### src/rtl/glip_uart_rx_frontend_if.sv
// Byte stream handshake between the UART receive front end and its consumer.
// The master drives data/valid, the slave drives ready.
interface glip_uart_rx_frontend_if;
  logic [7:0] out_data;
  logic       out_valid;
  logic       out_ready;

  modport master (output out_data, output out_valid, input out_ready);
  modport slave  (input out_data, input out_valid, output out_ready);
endinterface

### src/rtl/glip_uart_rx_frontend.sv
// 8N1 UART receiver: 2-flop synchronizer, 3-sample majority vote, false-start
// rejection, framing/break detection and a small FWFT output buffer.
//
//   state     | meaning
//   ----------+---------------------------------------------------------
//   IDLE      | line idle, waiting for a falling edge
//   START     | validating the start bit at mid-bit
//   DATA      | sampling 8 data bits, LSB first
//   STOP      | checking the stop bit; push or flag a framing error
//   WAIT_IDLE | bad stop bit seen, waiting for the line to return high
module glip_uart_rx_frontend #(
  parameter int DIVISOR   = 217,
  parameter int BUF_DEPTH = 4
) (
  input  logic                           clk,
  input  logic                           rst,
  input  logic                           rx,
  glip_uart_rx_frontend_if.master        stream,
  output logic                           frame_error,
  output logic                           overrun,
  output logic                           break_detect
);

  localparam int CW   = $clog2(DIVISOR);
  localparam int H    = DIVISOR / 2;
  localparam int AW   = $clog2(BUF_DEPTH);
  localparam int CNTW = AW + 1;

  localparam logic [CW-1:0]   C_S0    = CW'(H - 1);
  localparam logic [CW-1:0]   C_S1    = CW'(H);
  localparam logic [CW-1:0]   C_DEC   = CW'(H + 1);
  localparam logic [CW-1:0]   C_END   = CW'(DIVISOR - 1);
  localparam logic [CNTW-1:0] C_DEPTH = CNTW'(BUF_DEPTH);

  typedef enum logic [2:0] {
    IDLE      = 3'd0,
    START     = 3'd1,
    DATA      = 3'd2,
    STOP      = 3'd3,
    WAIT_IDLE = 3'd4
  } state_t;

  state_t state, state_next;

  logic          sync_a, rx_s, rx_prev;
  logic [CW-1:0] cnt;
  logic [2:0]    idx;
  logic [7:0]    shift;
  logic          samp_a, samp_b;

  logic fall, maj;
  logic at_s0, at_s1, at_dec, at_end;
  logic cnt_clr, store_bit, idx_inc, idx_clr;
  logic push, ferr, brk_set, brk_clr;

  logic [7:0]      mem [BUF_DEPTH];
  logic [AW-1:0]   rd_ptr, wr_ptr;
  logic [CNTW-1:0] count;
  logic            pop, push_ok;

  always_ff @(posedge clk or negedge rst) begin
    if (!rst) begin
      sync_a  <= 1'b1;
      rx_s    <= 1'b1;
      rx_prev <= 1'b1;
    end else begin
      sync_a  <= rx;
      rx_s    <= sync_a;
      rx_prev <= rx_s;
    end
  end

  assign fall   = !rx_s && rx_prev;
  assign at_s0  = (cnt == C_S0);
  assign at_s1  = (cnt == C_S1);
  assign at_dec = (cnt == C_DEC);
  assign at_end = (cnt == C_END);
  // The third sample is the live synchronized value at the decision count.
  assign maj    = (samp_a & samp_b) | (samp_a & rx_s) | (samp_b & rx_s);

  always_ff @(posedge clk or negedge rst) begin
    if (!rst) state <= IDLE;
    else      state <= state_next;
  end

  always_comb begin
    state_next = state;
    cnt_clr    = 1'b0;
    store_bit  = 1'b0;
    idx_inc    = 1'b0;
    idx_clr    = 1'b0;
    push       = 1'b0;
    ferr       = 1'b0;
    brk_set    = 1'b0;
    brk_clr    = 1'b0;
    case (state)
      IDLE: begin
        if (fall) begin
          state_next = START;
          cnt_clr    = 1'b1;
        end
      end
      START: begin
        if (at_dec && maj) begin
          state_next = IDLE;
        end else if (at_end) begin
          state_next = DATA;
          cnt_clr    = 1'b1;
          idx_clr    = 1'b1;
        end
      end
      DATA: begin
        if (at_dec) store_bit = 1'b1;
        if (at_end) begin
          cnt_clr = 1'b1;
          if (idx == 3'd7) state_next = STOP;
          else             idx_inc    = 1'b1;
        end
      end
      STOP: begin
        // Leave at mid-stop so a back-to-back start edge is not missed.
        if (at_dec) begin
          if (maj) begin
            push       = 1'b1;
            state_next = IDLE;
          end else begin
            ferr       = 1'b1;
            brk_set    = (shift == 8'h00);
            state_next = WAIT_IDLE;
          end
        end
      end
      WAIT_IDLE: begin
        if (rx_s) begin
          brk_clr    = 1'b1;
          state_next = IDLE;
        end
      end
      default: state_next = IDLE;
    endcase
  end

  always_ff @(posedge clk or negedge rst) begin
    if (!rst) begin
      cnt    <= '0;
      idx    <= '0;
      shift  <= '0;
      samp_a <= 1'b0;
      samp_b <= 1'b0;
    end else begin
      if (cnt_clr || state_next == IDLE || state_next == WAIT_IDLE) cnt <= '0;
      else                                                          cnt <= cnt + 1'b1;
      if (idx_clr)      idx <= '0;
      else if (idx_inc) idx <= idx + 1'b1;
      if (store_bit) shift[idx] <= maj;
      if (at_s0) samp_a <= rx_s;
      if (at_s1) samp_b <= rx_s;
    end
  end

  assign pop     = (count != '0) && stream.out_ready;
  assign push_ok = push && ((count != C_DEPTH) || pop);

  always_ff @(posedge clk or negedge rst) begin
    if (!rst) begin
      for (int i = 0; i < BUF_DEPTH; i++) mem[i] <= '0;
      rd_ptr <= '0;
      wr_ptr <= '0;
      count  <= '0;
    end else begin
      if (push_ok) begin
        mem[wr_ptr] <= shift;
        wr_ptr      <= wr_ptr + 1'b1;
      end
      if (pop) rd_ptr <= rd_ptr + 1'b1;
      case ({push_ok, pop})
        2'b10:   count <= count + 1'b1;
        2'b01:   count <= count - 1'b1;
        default: count <= count;
      endcase
    end
  end

  assign stream.out_valid = (count != '0);
  assign stream.out_data  = mem[rd_ptr];

  always_ff @(posedge clk or negedge rst) begin
    if (!rst) begin
      frame_error  <= 1'b0;
      overrun      <= 1'b0;
      break_detect <= 1'b0;
    end else begin
      frame_error <= ferr;
      overrun     <= push && !push_ok;
      if (brk_set)      break_detect <= 1'b1;
      else if (brk_clr) break_detect <= 1'b0;
    end
  end

endmodule
### src/flat_wrapper.sv
// flat-port wrapper written by rule: the top's interface ports become plain ports
module glip_uart_rx_frontend_flat 
#(
  parameter int DIVISOR   = 217,
  parameter int BUF_DEPTH = 4
)
  (clk, rst, rx, frame_error, overrun, break_detect, stream_out_data, stream_out_valid, stream_out_ready);
  glip_uart_rx_frontend_if stream_i ();
  input  logic clk;
  input  logic rst;
  input  logic rx;
  output logic frame_error;
  output logic overrun;
  output logic break_detect;
  output wire logic [$bits(stream_i.out_data)-1:0] stream_out_data;
  output wire logic [$bits(stream_i.out_valid)-1:0] stream_out_valid;
  input wire logic [$bits(stream_i.out_ready)-1:0] stream_out_ready;
  assign stream_out_data = stream_i.out_data;
  assign stream_out_valid = stream_i.out_valid;
  assign stream_i.out_ready = stream_out_ready;
  glip_uart_rx_frontend #(.DIVISOR(DIVISOR), .BUF_DEPTH(BUF_DEPTH)) u_core (.clk(clk), .rst(rst), .rx(rx), .stream(stream_i), .frame_error(frame_error), .overrun(overrun), .break_detect(break_detect));
endmodule
### config.mk
export PLATFORM = sky130hd
export DESIGN_NAME = glip_uart_rx_frontend_flat
export DESIGN_NICKNAME = d
export VERILOG_FILES = /design/src/rtl/glip_uart_rx_frontend_if.sv /design/src/rtl/glip_uart_rx_frontend.sv /design/src/flat_wrapper.sv
export SDC_FILE = /design/constraint.sdc
export NUM_CORES = 1
export LEC_CHECK = 0
export CAP_MARGIN = 20
export CORE_MARGIN = 2
export CORE_UTILIZATION = 40
export DETAILED_ROUTE_END_ITERATION = 6
export HOLD_SLACK_MARGIN = 0.05
export PLACE_DENSITY = 0.64
export SYNTH_ARGS = -nofsm -noshare
export SYNTH_HDL_FRONTEND = slang
export SYNTH_SLANG_ARGS = --single-unit
### constraint.sdc
create_clock -name clk -period 2.1 [get_ports clk]
set_clock_uncertainty 0.2 [all_clocks]
set_input_delay 0.315 -clock clk [delete_from_list [all_inputs] [get_ports clk]]
set_output_delay 0.315 -clock clk [all_outputs]
set_load 0.03 [all_outputs]
==> metrics.txt <==
area share of the leading cell type in the synthesized netlist 0.501; synthesized flop and latch total just under 70; Req. time, crit path ~1.6 ns; DIE HEIGHT roughly 95 um; shortest period the worst path allows 2.15 ns; Finished Layout Cells between 400 and 500; layout cells sized above 1 0.448; Max VDD drop 0.000626 V; Sink Count 69; fin worst setup slack -0.0526 ns; Power Total 3660 uW; Worst-Margin Slew 0.432 ns; routed metal-1 wirelength 2.93 mm; critical path's largest stage delay 0.50 ns; Max FO, Critical Path 7; outcome finished with violations; DRT iter0 DRCs between 40 and 50; crit end category primary output; mux cell area share after synthesis 0.202; DRC Markers 0; Top Layer Used met4; Final Setup Violations 6; synthesized area 0.00330 sq mm; drt wl/cell 15.0 um; Synth warnings 0; TritonCTS clock tree yes; cells along the critical path buf_12, buf_8, mux4_2, buf_6; Slowest-stage cell, CP mux4_2; CTS Root Cell clkbuf_8; Final Wtd Congestion 0.806; crit path kind reg -> out; Synth Area in Simple Gates 0.141; worst min-delay path class reg -> reg; initial core utilization 0.407; syn_area_per_cell 13.1 sq um; prevailing post-synth register cell dfrtp_1; met2 wire length approximately 3.1 mm; RSZ-0062 raised after global routing yes; fin. max-slew vios 0; H-tree depth 3; CP top delay family multiplexers; GRT Overall Usage 0.163; CTS Buf Count 9; start point of the worst hold path u_core.sync_a$_DFF_PN1_; worst rel slew slack 0.712; cell taking the most area after synthesis dfrtp_1; row cnt 33; total routed wirelength 6.37 mm; Synth Net Count 266; Final Hold Viols 0; EDFF count, synth 0; Max Fclk 0.465 GHz; Synth Area in Adders 0.0433; Placement Cell Area 0.00383 sq mm; largest net degree at the start of global routing 70; synth top area cells dfrtp_1 50%, mux2_2 13%, mux4_2 5.5%; Leak Pwr 0.00203 uW; vias per inst approximately 5.1; die width roughly 95 um; clock buffer depth 2; worst path bufs/invs 3; Compound-Gate Fraction of Synth Area 0.0391; MaxCap Viol Count 0; Yosys cell types 48; P&R area growth vs syn 28.3%; Tcrit/Tclk final 1.03; worst skew pair latency 0.35 ns; FF-to-FF Start u_core.cnt[0]$_DFF_PN0_; first-pass GRT wire length between 10 and 15 mm; met3 WL 244 um; Vias 2168; share of the yosys chip area belonging to registers 0.525; Async S/R FF share, synth 1.00; DRT Pass-1 Iters 4; Post-DRT Antenna Nets 0; Final HPWL DP 4.32 mm; largest family of logic cells by synthesized area multiplexers; initial antenna violation count 0; post-synthesis instance total ~250; Place WS -0.129 ns; CP arrival 1.64 ns; Cell Pwr Density 864 mW/mm^2; vias in the first global route 2239; violations in the final reports negative setup slack; post-synthesis xor/xnor area fraction 0.0319; Finished Cell Area ~0.0042 sq mm; die area 0.00898 sq mm; # IOs 16; # nets final 328; post-placement cell count 397; GRT Residual Overflow 0; hold_ws 0.158 ns; CP Launch Type register; port bufs 15; CP Launch Point u_core.rd_ptr[0]$_DFFE_PN0P_; diode count 0; core area a little over 0.008 sq mm; Worst-path clk slew around 0.08 ns
[cells in the mapped netlist (2+ instances only)]
cell type,instances
mux4_2,8
mux2_2,37
nor2_1,12
nand2_1,17
nor4_1,2
nor2b_1,2
nor3_1,3
xor2_1,4
ha_1,9
mux2_4,4
nand3b_1,2
nand4b_1,3
nand4_1,3
inv_1,9
nand2_4,4
o21ai_0,8
clkbuf_1,4
and2_1,4
nand3_1,8
dfrtp_1,66
xnor2_1,8
dfstp_2,3
a31oi_1,2
and3_1,3
nor3b_1,4
[logic make-up after synthesis]
| family | after synthesis |
|---|---|
| adders and majority gates | 11 |
| DFF | 69 |
| xor gates and xnor gates | 12 |
| buffers and inverters | 15 |
| muxes | 50 |
| and+or+nand+nor | 76 |
| AOI/OAI and AO/OA | 19 |
[cell type report]
cell class	instances	area, sq um
Sequential cell	69	1730
Clock buffer	9	124
Timing Repair Buffer	57	520
Clock inverter	7	98.8
Fill cell	740	3860
Tap cell	105	131
Inverter	9	33.8
Multi-Input combinational cell	168	1590
[flip-flops by register name, indices dropped and copies added (netlist names), 2 cells and up]
register       count
u_core.wr_ptr      2
u_core.shift       8
u_core.rd_ptr      2
u_core.idx         3
u_core.state       3
u_core.mem        32
u_core.cnt         8
u_core.count       3
[power breakdown]
part           switching, uW  internal [uW]
logic                    394            494
clock network            539            674
registers                123           1430
total                   1060           2600
[through the flow]
stage | TNS, ns | util
floorplan | -0.147 | -
global placement | -3.36 | 0.473
detailed placement | -2.82 | 0.473
CTS | -0.500 | 0.505
global route | -0.993 | 0.523
finish | -0.275 | 0.523
[metal layers]
metal | vias to the layer above | global-route usage
li1 | 1026 | -
met1 | 1101 | 0.219
met2 | 33 | 0.255
met3 | 8 | 0.0463
met4 | 0 | 0.0543
met5 | - | 0
[what timing repair did]
item | in CTS | in global routing
hold endpoints to repair | 66 | 0
hold buffers | 1 | 0
pin swaps | 1 | 5
setup endpoints to repair | 12 | 58
resized for setup | 47 | 35
setup buffers | 5 | 5
[worst paths after layout]
path                                                     to  slack (ns)  cells past startpoint
worst max-delay path                     stream_out_data[7]       -0.05                      4
worst min-delay path                  u_core.rx_s$_DFF_PN1_        0.16                      0
worst min register to register        u_core.rx_s$_DFF_PN1_        0.16                      0
min in group asynchronous        u_core.mem[20]$_DFFE_PN0P_        0.31                      3
max in group asynchronous           u_core.sync_a$_DFF_PN1_        1.04                      3
worst max register to register  u_core.count[2]$_DFFE_PN0P_       -0.02                      8
[placed cells by master, fill, tap and decap left out, types with 7 or more instances in the layout]
| master | count |
|---|---|
| ha_1 | 8 |
| mux4_2 | 8 |
| dfrtp_1 | 66 |
| o21ai_0 | 7 |
| xnor2_1 | 8 |
| nand3_1 | 7 |
| buf_6 | 10 |
| inv_1 | 8 |
| nor2_1 | 12 |
| mux2_2 | 37 |
| nand2_1 | 16 |
| buf_4 | 35 |
| clkbuf_8 | 9 |
(Power assumes the default switching activity.)
